### config.mk
export PLATFORM = sky130hd
export DESIGN_NAME = cnn_stage_sequencer_flat
export DESIGN_NICKNAME = d
export VERILOG_FILES = /design/src/rtl/cnn_stage_sequencer_pkg.sv /design/src/rtl/cnn_stage_sequencer_if.sv /design/src/rtl/cnn_stage_sequencer_mem_port_arbiter.sv /design/src/rtl/cnn_stage_sequencer.sv /design/src/flat_wrapper.sv
export SDC_FILE = /design/constraint.sdc
export NUM_CORES = 1
export LEC_CHECK = 0
export CORE_ASPECT_RATIO = 1.4
export CORE_MARGIN = 3
export CORE_UTILIZATION = 28
export DETAILED_ROUTE_END_ITERATION = 10
export RECOVER_POWER = 100
export SLEW_MARGIN = 10
export SYNTH_ARGS = -nofsm -noshare
export SYNTH_HDL_FRONTEND = slang
export SYNTH_SLANG_ARGS = --single-unit
export TNS_END_PERCENT = 1
### constraint.sdc
create_clock -name clk -period 5 [get_ports clk]
set_input_delay 1.25 -clock clk [delete_from_list [all_inputs] [get_ports clk]]
set_output_delay 1.25 -clock clk [all_outputs]
set_load 0.005 [all_outputs]
### src/rtl/cnn_stage_sequencer_pkg.sv
// Shared definitions for the CNN stage sequencer: FSM encoding, default sizes
// and the helper that picks the final stage of a run.
package cnn_stage_sequencer_pkg;

  localparam int NUM_STAGES_DEF = 5;
  localparam int ADDR_W_DEF     = 17;
  localparam int TIMEOUT_W_DEF  = 20;

  typedef enum logic [2:0] {
    S_IDLE  = 3'd0,
    S_START = 3'd1,
    S_WAIT  = 3'd2,
    S_NEXT  = 3'd3,
    S_DONE  = 3'd4,
    S_ERR   = 3'd5
  } seq_state_t;

  // Index of the final stage: the last engine is skipped unless extra is set.
  function automatic int last_stage(input logic extra, input int num_stages);
    return extra ? (num_stages - 1) : (num_stages - 2);
  endfunction

endpackage

### src/rtl/cnn_stage_sequencer_if.sv
// Control, stage-engine handshake and result-memory signals of the sequencer.
// slave = sequencer view, master = environment (stage engines, memory, display).
interface cnn_stage_sequencer_if
  import cnn_stage_sequencer_pkg::*;
#(
  parameter int NUM_STAGES = NUM_STAGES_DEF,
  parameter int ADDR_W     = ADDR_W_DEF
);

  logic                  go;
  logic                  extra;
  logic [NUM_STAGES-1:0] stg_start;
  logic [NUM_STAGES-1:0] stg_done;
  logic [NUM_STAGES-1:0] stage;
  logic                  done;
  logic                  busy;
  logic                  error;
  logic                  eng_req;
  logic [ADDR_W-1:0]     eng_addr;
  logic                  eng_gnt;
  logic                  ena_display;
  logic                  read_display;
  logic [ADDR_W-1:0]     addr_display;
  logic                  mem_en;
  logic [ADDR_W-1:0]     mem_addr;
  logic                  mem_dout;
  logic                  dout_display;
  logic                  dout_valid;

  modport slave (
    input  go, extra, stg_done, eng_req, eng_addr,
           ena_display, read_display, addr_display, mem_dout,
    output stg_start, stage, done, busy, error, eng_gnt,
           mem_en, mem_addr, dout_display, dout_valid
  );

  modport master (
    output go, extra, stg_done, eng_req, eng_addr,
           ena_display, read_display, addr_display, mem_dout,
    input  stg_start, stage, done, busy, error, eng_gnt,
           mem_en, mem_addr, dout_display, dout_valid
  );

endinterface

### src/rtl/cnn_stage_sequencer_mem_port_arbiter.sv
// Single-port result-memory arbiter: engine wins while a run is busy, display
// reads are served otherwise and their data returns through a 2-stage pipe.
module mem_port_arbiter
  import cnn_stage_sequencer_pkg::*;
#(
  parameter int ADDR_W = ADDR_W_DEF
) (
  input  logic              clk,
  input  logic              rst,
  input  logic              i_busy,
  input  logic              i_eng_req,
  input  logic [ADDR_W-1:0] i_eng_addr,
  input  logic              i_ena_display,
  input  logic              i_read_display,
  input  logic [ADDR_W-1:0] i_addr_display,
  input  logic              i_mem_dout,
  output logic              o_eng_gnt,
  output logic              o_mem_en,
  output logic [ADDR_W-1:0] o_mem_addr,
  output logic              o_dout_display,
  output logic              o_dout_valid
);

  logic w_disp_acc_p0;
  logic r_vld_p1;
  logic r_vld_p2;
  logic r_dout_p2;

  always_comb begin
    o_eng_gnt     = 1'b0;
    o_mem_en      = 1'b0;
    o_mem_addr    = '0;
    w_disp_acc_p0 = 1'b0;
    if (i_busy) begin
      o_eng_gnt = i_eng_req;
      o_mem_en  = i_eng_req;
      if (i_eng_req) begin
        o_mem_addr = i_eng_addr;
      end
    end else if (i_ena_display && i_read_display) begin
      w_disp_acc_p0 = 1'b1;
      o_mem_en      = 1'b1;
      o_mem_addr    = i_addr_display;
    end
  end

  // p0 -> p1: memory is reading the accepted display address
  always_ff @(posedge clk or negedge rst) begin
    if (!rst) begin
      r_vld_p1 <= 1'b0;
    end else begin
      r_vld_p1 <= w_disp_acc_p0;
    end
  end

  // p1 -> p2: capture memory data, valid follows it
  always_ff @(posedge clk or negedge rst) begin
    if (!rst) begin
      r_vld_p2  <= 1'b0;
      r_dout_p2 <= 1'b0;
    end else begin
      r_vld_p2 <= r_vld_p1;
      if (r_vld_p1) begin
        r_dout_p2 <= i_mem_dout;
      end
    end
  end

  assign o_dout_display = r_dout_p2;
  assign o_dout_valid   = r_vld_p2;

endmodule

### src/rtl/cnn_stage_sequencer.sv
// Run controller: starts stage engines one at a time, tracks completion with a
// watchdog per stage, and shares the result memory with the display port.
module cnn_stage_sequencer
  import cnn_stage_sequencer_pkg::*;
#(
  parameter int NUM_STAGES = NUM_STAGES_DEF,
  parameter int ADDR_W     = ADDR_W_DEF,
  parameter int TIMEOUT_W  = TIMEOUT_W_DEF
) (
  input logic                 clk,
  input logic                 rst,
  cnn_stage_sequencer_if.slave bus
);

  localparam int IDX_W = (NUM_STAGES > 1) ? $clog2(NUM_STAGES) : 1;

  seq_state_t            r_state;
  seq_state_t            w_state_nxt;
  logic [IDX_W-1:0]      r_idx;
  logic [TIMEOUT_W-1:0]  r_wdog;
  logic [NUM_STAGES-1:0] r_stage;

  logic [NUM_STAGES-1:0] w_idx_oh;
  logic [IDX_W-1:0]      w_last_idx;
  logic                  w_last;
  logic                  w_done_sel;
  logic [TIMEOUT_W-1:0]  w_wdog_inc;
  logic                  w_wdog_full;
  logic                  w_busy;

  assign w_idx_oh    = NUM_STAGES'(1) << r_idx;
  assign w_last_idx  = IDX_W'(last_stage(bus.extra, NUM_STAGES));
  assign w_last      = (r_idx == w_last_idx);
  // Only the active stage's done bit counts; strays from other engines are masked.
  assign w_done_sel  = |(bus.stg_done & w_idx_oh);
  assign w_wdog_inc  = r_wdog + TIMEOUT_W'(1);
  assign w_wdog_full = &w_wdog_inc;
  assign w_busy      = (r_state == S_START) || (r_state == S_WAIT) ||
                       (r_state == S_NEXT);

  always_ff @(posedge clk or negedge rst) begin
    if (!rst) begin
      r_state <= S_IDLE;
    end else begin
      r_state <= w_state_nxt;
    end
  end

  always_comb begin
    w_state_nxt = r_state;
    case (r_state)
      S_IDLE:  if (bus.go) w_state_nxt = S_START;
      S_START: w_state_nxt = S_WAIT;
      S_WAIT: begin
        if (w_done_sel) begin
          w_state_nxt = S_NEXT;
        end else if (w_wdog_full) begin
          w_state_nxt = S_ERR;
        end
      end
      S_NEXT:  w_state_nxt = w_last ? S_DONE : S_START;
      S_DONE:  if (!bus.go) w_state_nxt = S_IDLE;
      S_ERR:   if (!bus.go) w_state_nxt = S_IDLE;
      default: w_state_nxt = S_IDLE;
    endcase
  end

  always_ff @(posedge clk or negedge rst) begin
    if (!rst) begin
      r_idx   <= '0;
      r_wdog  <= '0;
      r_stage <= '0;
    end else begin
      case (r_state)
        S_IDLE: begin
          if (bus.go) begin
            r_idx   <= '0;
            r_stage <= '0;
          end
        end
        S_START: r_wdog <= '0;
        S_WAIT: begin
          r_wdog <= w_wdog_inc;
          if (w_done_sel) begin
            r_stage <= r_stage | w_idx_oh;
          end
        end
        S_NEXT: begin
          if (!w_last) begin
            r_idx <= r_idx + IDX_W'(1);
          end
        end
        default: ;
      endcase
    end
  end

  assign bus.stg_start = (r_state == S_START) ? w_idx_oh : '0;
  assign bus.stage     = r_stage;
  assign bus.done      = (r_state == S_DONE);
  assign bus.busy      = w_busy;
  assign bus.error     = (r_state == S_ERR);

  mem_port_arbiter #(
    .ADDR_W (ADDR_W)
  ) u_arb (
    .clk            (clk),
    .rst            (rst),
    .i_busy         (w_busy),
    .i_eng_req      (bus.eng_req),
    .i_eng_addr     (bus.eng_addr),
    .i_ena_display  (bus.ena_display),
    .i_read_display (bus.read_display),
    .i_addr_display (bus.addr_display),
    .i_mem_dout     (bus.mem_dout),
    .o_eng_gnt      (bus.eng_gnt),
    .o_mem_en       (bus.mem_en),
    .o_mem_addr     (bus.mem_addr),
    .o_dout_display (bus.dout_display),
    .o_dout_valid   (bus.dout_valid)
  );

endmodule

### src/flat_wrapper.sv
// flat-port wrapper written by rule: the top's interface ports become plain ports
module cnn_stage_sequencer_flat import cnn_stage_sequencer_pkg::*;
#(
  parameter int NUM_STAGES = NUM_STAGES_DEF,
  parameter int ADDR_W     = ADDR_W_DEF,
  parameter int TIMEOUT_W  = TIMEOUT_W_DEF
)
  (clk, rst, bus_go, bus_extra, bus_stg_done, bus_eng_req, bus_eng_addr, bus_ena_display, bus_read_display, bus_addr_display, bus_mem_dout, bus_stg_start, bus_stage, bus_done, bus_busy, bus_error, bus_eng_gnt, bus_mem_en, bus_mem_addr, bus_dout_display, bus_dout_valid);
  cnn_stage_sequencer_if #(.NUM_STAGES(NUM_STAGES), .ADDR_W(ADDR_W)) bus_i ();
  input logic clk;
  input logic rst;
  input wire logic [$bits(bus_i.go)-1:0] bus_go;
  input wire logic [$bits(bus_i.extra)-1:0] bus_extra;
  input wire logic [$bits(bus_i.stg_done)-1:0] bus_stg_done;
  input wire logic [$bits(bus_i.eng_req)-1:0] bus_eng_req;
  input wire logic [$bits(bus_i.eng_addr)-1:0] bus_eng_addr;
  input wire logic [$bits(bus_i.ena_display)-1:0] bus_ena_display;
  input wire logic [$bits(bus_i.read_display)-1:0] bus_read_display;
  input wire logic [$bits(bus_i.addr_display)-1:0] bus_addr_display;
  input wire logic [$bits(bus_i.mem_dout)-1:0] bus_mem_dout;
  output wire logic [$bits(bus_i.stg_start)-1:0] bus_stg_start;
  output wire logic [$bits(bus_i.stage)-1:0] bus_stage;
  output wire logic [$bits(bus_i.done)-1:0] bus_done;
  output wire logic [$bits(bus_i.busy)-1:0] bus_busy;
  output wire logic [$bits(bus_i.error)-1:0] bus_error;
  output wire logic [$bits(bus_i.eng_gnt)-1:0] bus_eng_gnt;
  output wire logic [$bits(bus_i.mem_en)-1:0] bus_mem_en;
  output wire logic [$bits(bus_i.mem_addr)-1:0] bus_mem_addr;
  output wire logic [$bits(bus_i.dout_display)-1:0] bus_dout_display;
  output wire logic [$bits(bus_i.dout_valid)-1:0] bus_dout_valid;
  assign bus_i.go = bus_go;
  assign bus_i.extra = bus_extra;
  assign bus_i.stg_done = bus_stg_done;
  assign bus_i.eng_req = bus_eng_req;
  assign bus_i.eng_addr = bus_eng_addr;
  assign bus_i.ena_display = bus_ena_display;
  assign bus_i.read_display = bus_read_display;
  assign bus_i.addr_display = bus_addr_display;
  assign bus_i.mem_dout = bus_mem_dout;
  assign bus_stg_start = bus_i.stg_start;
  assign bus_stage = bus_i.stage;
  assign bus_done = bus_i.done;
  assign bus_busy = bus_i.busy;
  assign bus_error = bus_i.error;
  assign bus_eng_gnt = bus_i.eng_gnt;
  assign bus_mem_en = bus_i.mem_en;
  assign bus_mem_addr = bus_i.mem_addr;
  assign bus_dout_display = bus_i.dout_display;
  assign bus_dout_valid = bus_i.dout_valid;
  cnn_stage_sequencer #(.NUM_STAGES(NUM_STAGES), .ADDR_W(ADDR_W), .TIMEOUT_W(TIMEOUT_W)) u_core (.clk(clk), .rst(rst), .bus(bus_i));
endmodule
==> Word level (Yosys, flattened, before mapping) <==
Cells that the tools add are included.
{ "classes": {"n_shift": 1, "mux": 22, "n_eq_ne": 11, "bitwise_logic": 2, "n_reduce_logical": 13, "n_addsub": 2} }
{ "ops": {"columns": ["op", "n"], "rows": [
  ["$mux W17", 3],
  ["$pmux W20 S2", 1],
  ["$mux W3", 8],
  ["$add A20 B1 Y20 const B", 1],
  ["$reduce_and A20 Y1", 1],
  ["$mux W5", 3],
  ["$pmux W3 S5", 1],
  ["$pmux W5 S2", 1],
  ["$reduce_and A3 Y1", 3],
  ["$eq A3 B2 Y1 const B", 2],
  ["$eq A3 B3 Y1 const B", 2],
  ["$ne A2 B2 Y1 const B", 3],
  ["$pmux W3 S2", 1],
  ["$reduce_bool A2 Y1", 3],
  ["$and A5 B5 Y5", 1],
  ["$or A5 B5 Y5", 1],
  ["$reduce_or A5 Y1", 1],
  ["$shl A1 B3 Y5 const A", 1],
  ["$mux W1", 4],
  ["$add A3 B1 Y3 const B", 1],
  ["$eq A3 B1 Y1 const B", 1],
  ["$eq A3 B3 Y1", 1],
  ["$logic_not A3 Y1", 1],
  ["$ne A3 B1 Y1 const B", 1],
  ["other kinds (4)", 5]
]} }
{ "word_totals": {"input_bits": 47, "output_inout_bits": 34, "ff_bits": 34, "wordCells": 58} }

==> Longest topological paths before layout <==
{ "depth": {"depth_word": 5, "mapped_depth": 7, "depth_no_buf": 7} }

==> Modules after synthesis <==
Synthesis repeated with hierarchy kept, for this count alone.
{ "hier_totals": {"cells_unflattened": 290, "hier_area_um2": 2463.6} }
{ "modules_own_cells": {"columns": ["mod", "instances", "area_per_inst_um2", "cells_each", "seq_area_each_um2"], "rows": [
  ["cnn_stage_sequencer", 1, 2001.9, 239, 775.7],
  ["mem_port_arbiter", 1, 461.7, 51, 75.1]
]} }

==> Worst setup path before layout <==
No wires, ideal clock.
{ "synth_timing": {"kind": "input-to-output", "start": "input port bus_ena_display", "end": "output port bus_mem_addr[10]", "setup_slack_ns": 1.639, "t_arrival_ns": 2.111, "required_time_ns": 3.750, "n_path_buf": 1, "path_stages": 4, "cell_sequence": "nand2_1 -> nor2_1 -> clkbuf_1 -> a22o_1"} }
{ "synth_via": {"elab_chain_len": 3} }
{ "synth_lines": {"columns": ["item", "line_no", "source"], "rows": [
  ["start, declared", "flat_wrapper.sv:17", "input wire logic [$bits(bus_i.ena_display)-1:0] bus_ena_display;"],
  ["$logic_and A1 B1 Y1", "cnn_stage_sequencer_mem_port_arbiter.sv:40", "end else if (i_ena_display && i_read_display) begin"],
  ["$mux W17", "cnn_stage_sequencer_mem_port_arbiter.sv:40", null],
  ["$mux W17", "cnn_stage_sequencer_mem_port_arbiter.sv:34", "if (i_busy) begin"],
  ["end, declared", "flat_wrapper.sv:28", "output wire logic [$bits(bus_i.mem_addr)-1:0] bus_mem_addr;"]
]} }
Every way passes these cells.

==> Final worst setup path <==
{ "layout_timing": {"start": "input port bus_ena_display", "end": "output port bus_mem_addr[0]"} }
Same word-level chain as after synthesis.

==> impl_metrics.csv <==
group,metric,value,unit
run_status,run_status,"complete, but fails checks",
run_status,failed_checks,"capacitance limit, slew limit",
finish,multi_input_area,1400,um2
global_routing,overflow,0,
floorplanning,row_count,38,
worst_setup_path,critical_path.endpoint_type,"output pin",
synthesis,synthArstFlopShare,100,%
cts,worstSkewPairLatency,0.28,ns
cts,postCtsResizedCells,0,
worst_hold_path,min-delay-path-class,"register to register",
synthesis,synth_enable_flop_cells,0,
synthesis,synth_seq_area_share,36.3,%
worst_setup_path,crit_slowest_cell,"sky130_fd_sc_hd__clkbuf_1",
cts,tritoncts_num_sinks,34,
worst_setup_path,setup.worst_path.start,"bus_ena_display",
route,postRouteWirelength,6.96,mm
timing,layout_min_cycle_time,4.48,ns
synthesis,synthTopCellsByCount,"sky130_fd_sc_hd__o21ai_0 (36), sky130_fd_sc_hd__dfrtp_1 (34), sky130_fd_sc_hd__nor2_1 (28)",
route,drt-vias-per-instance,5.39,
finish,filler_cell_count,805,
synthesis,yosysWarnings,0,
cts,cts_root_buffer,"sky130_fd_sc_hd__clkbuf_8",
worst_setup_path,worstSetupStartpointType,"input port",
worst_setup_path,critPathMaxFanout,19,
placement,placed_cell_area,3230,um2
floorplanning,dieHeight,114,um
power_and_ir_drop,vdd_drop_max,0.174,mV
finish,num-nets-final,401,
worst_setup_path,worstSetupPathType,"input port to output pin",
global_routing,grt_max_degree,35,
finish,insertedDiodeCount,0,
synthesis,synthesis.area_per_instance,8.63,um2
route,initialDrtViolationCount,193,
worst_setup_path,max_stage_delay,0.60,ns
floorplanning,core-area,7940,um2
synthesis,synth_ff_type,"sky130_fd_sc_hd__dfrtp_1",
route,detail_route.first_pass.iterations,4,
power_and_ir_drop,powerDensity,377,nW/um2
route,post_drt_wl_per_cell,15.5,um
placement,portBuffers,80,
cts,cts_inserted_buffers,5,
finish,area_delta_synth_final,41.5,%
synthesis,syn_inst,272,
worst_setup_path,critPathRequiredTime,3.75,ns
cts,clk_pin_slew,0.07,ns
timing,slew_viol_final,35,
timing,unrepaired_setup_endpoints_after_global_routing,"false",
timing,setup_viol_count_final,0,
global_routing,grt_antenna_before_repair,0,
cts,cts_setup_buffers,0,
timing,final.hold.worst_slack,0.395,ns
finish,utilization,41.8,%
finish,layout.area.seq,851,um2
worst_setup_path,worstReg2RegStart,"u_core.r_state[1]$_DFFE_PN0P_",
timing,fin_tns_setup,0,ns
worst_setup_path,crit_chain,"clkdlybuf4s50_1 -> nand2_1 -> nor2_1 -> clkbuf_1 -> a22o_1 -> dlygate4sd3_1",
finish,proportion_of_layout_cells_with_a_drive_suffix_above_1,6.90,%
global_routing,grt_pass1_vias,2274,
floorplanning,die_width,83.4,um
worst_setup_path,crit_arrival,3.23,ns
placement,dp_hpwl,5.08,mm
floorplanning,floorplan.initialDensity,29.5,%
power_and_ir_drop,total_leakage_power,1.41,nW
synthesis,synth_cell_type_count,56,
synthesis,syn-num-nets,326,
timing,final.period_utilization,89.6,%
synthesis,yosys.cell_count.top_type,"sky130_fd_sc_hd__o21ai_0",
finish,stdcell_area,3320,um2
power_and_ir_drop,power,1.25,mW
timing,report.final.hold_viol_count,0,
synthesis,synth_top_area_cells,"sky130_fd_sc_hd__dfrtp_1 (36%), sky130_fd_sc_hd__o21ai_0 (7.7%), sky130_fd_sc_hd__a22o_1 (6.7%)",
job,maxCapViolCount,1,
timing,max_slew_margin,-29.0,%
timing,worst_clock_skew,0.00357,ns
timing,worst_pin_slew,1.94,ns
synthesis,syn_area,2350,um2
timing,max_frequency,0.223,GHz
route,ant_nets,0,
worst_hold_path,min_from,"u_core.u_arb.r_vld_p1$_DFF_PN0_",
synthesis,yosys.area.top_type_share,36.3,%
route,drcViolationCount,0,
cts,post_cts_hold_buffer_count,0,
synthesis,synth_top_area_cell,"sky130_fd_sc_hd__dfrtp_1",
cts,tritoncts,"yes",
global_routing,grt_use_total,14.7,%
global_routing,global_route_wire_length_before_repair,11.4,mm
cts,max-clock-path-buffers,2,
floorplanning,pin_count,81,
synthesis,synth-seq-cells,34,
route,vias,2414,
floorplanning,design.die.area,9530,um2
cts,h_tree_level_count,2,
placement,rd_place_congestion,0.848,
==> sequential cells by signal, indices dropped and copies added, names as in the netlist <==
| name | count |
|---|---|
| u_core.r_wdog | 20 |
| u_core.bus.stage | 5 |
| u_core.r_idx | 3 |
| u_core.r_state | 3 |
| u_core.u_arb.o_dout_display | 1 |
| u_core.u_arb.o_dout_valid | 1 |
| u_core.u_arb.r_vld_p1 | 1 |
==> cells in the final DEF (no fill, tap or decap), types with 4 or more instances in the layout <==
master	count
sky130_fd_sc_hd__nand3_1	11
sky130_fd_sc_hd__and2_1	4
sky130_fd_sc_hd__ha_1	7
sky130_fd_sc_hd__inv_1	6
sky130_fd_sc_hd__a22o_1	18
sky130_fd_sc_hd__o21ai_0	36
sky130_fd_sc_hd__nand4_1	6
sky130_fd_sc_hd__clkdlybuf4s50_1	44
sky130_fd_sc_hd__dlygate4sd3_1	36
sky130_fd_sc_hd__nor4_1	4
sky130_fd_sc_hd__clkbuf_8	8
sky130_fd_sc_hd__dfrtp_1	34
sky130_fd_sc_hd__nand2_1	17
sky130_fd_sc_hd__clkbuf_1	4
sky130_fd_sc_hd__and3_1	10
sky130_fd_sc_hd__a31oi_1	9
sky130_fd_sc_hd__a21oi_1	11
sky130_fd_sc_hd__nor2_1	28
==> final timing paths <==
path	end	slack, ns	cells after the start
hold / removal	u_core.u_arb.o_dout_valid$_DFF_PN0_	0.40	0
max in group asynchronous	u_core.u_arb.o_dout_display$_DFFE_PN0P_	1.85	2
setup / recovery	bus_mem_addr[0]	0.52	6
hold reg to reg	u_core.u_arb.o_dout_valid$_DFF_PN0_	0.40	0
min in group asynchronous	u_core.r_idx[0]$_DFFE_PN0P_	2.03	2
setup reg to reg	u_core.r_wdog[19]$_DFFE_PN0P_	2.40	7
==> where the power goes <==
group	internal, mW	switching, mW
clock	0.139	0.100
combinational	0.291	0.321
sequential	0.328	0.0717
total	0.759	0.493
==> per-layer routing <==
layer | vias up | share of wire [%] | global-route usage (%)
met5 | - | 0 | 0
met4 | 0 | 1.3 | 5.23
met3 | 6 | 5.4 | 2.81
met2 | 85 | 51 | 26.8
met1 | 1148 | 42 | 17.1
li1 | 1175 | - | -
==> layout make-up <==
type	instances	area share, %
timing repair buffer	84	24.6
inverter	6	0.678
multi-input combinational	216	42.0
tap	100	3.77
sequential	34	25.6
clock buffer	8	3.32
==> worst max-delay path, delay by kind of cell <==
family / cells / cell delay, ns
buf+inv: 3 / 1.61
compound gates: 1 / 0.23
simple gates: 2 / 0.13
==> stage by stage <==
stage,setup slack [ns],cells
global placement,0.830,440
floorplan,1.64,272
global route,0.433,448
CTS,0.795,448
finish,0.522,448
detailed placement,0.806,440
==> cell families (layout without fill, tap and decap cells) <==
kind of cell	count (synthesis)	count (layout)	synth area share, %
AO/OA/AOI/OAI	94	94	25.9
AND/OR/NAND/NOR	110	110	27.7
flip-flops	34	34	36.3
multiplexers	3	3	1.60
XOR/XNOR	2	2	0.747
buffers and inverters	22	98	4.05
adder cells (fa/ha/maj)	7	7	3.73
No activity file was read; power rests on OpenSTA's default activity.
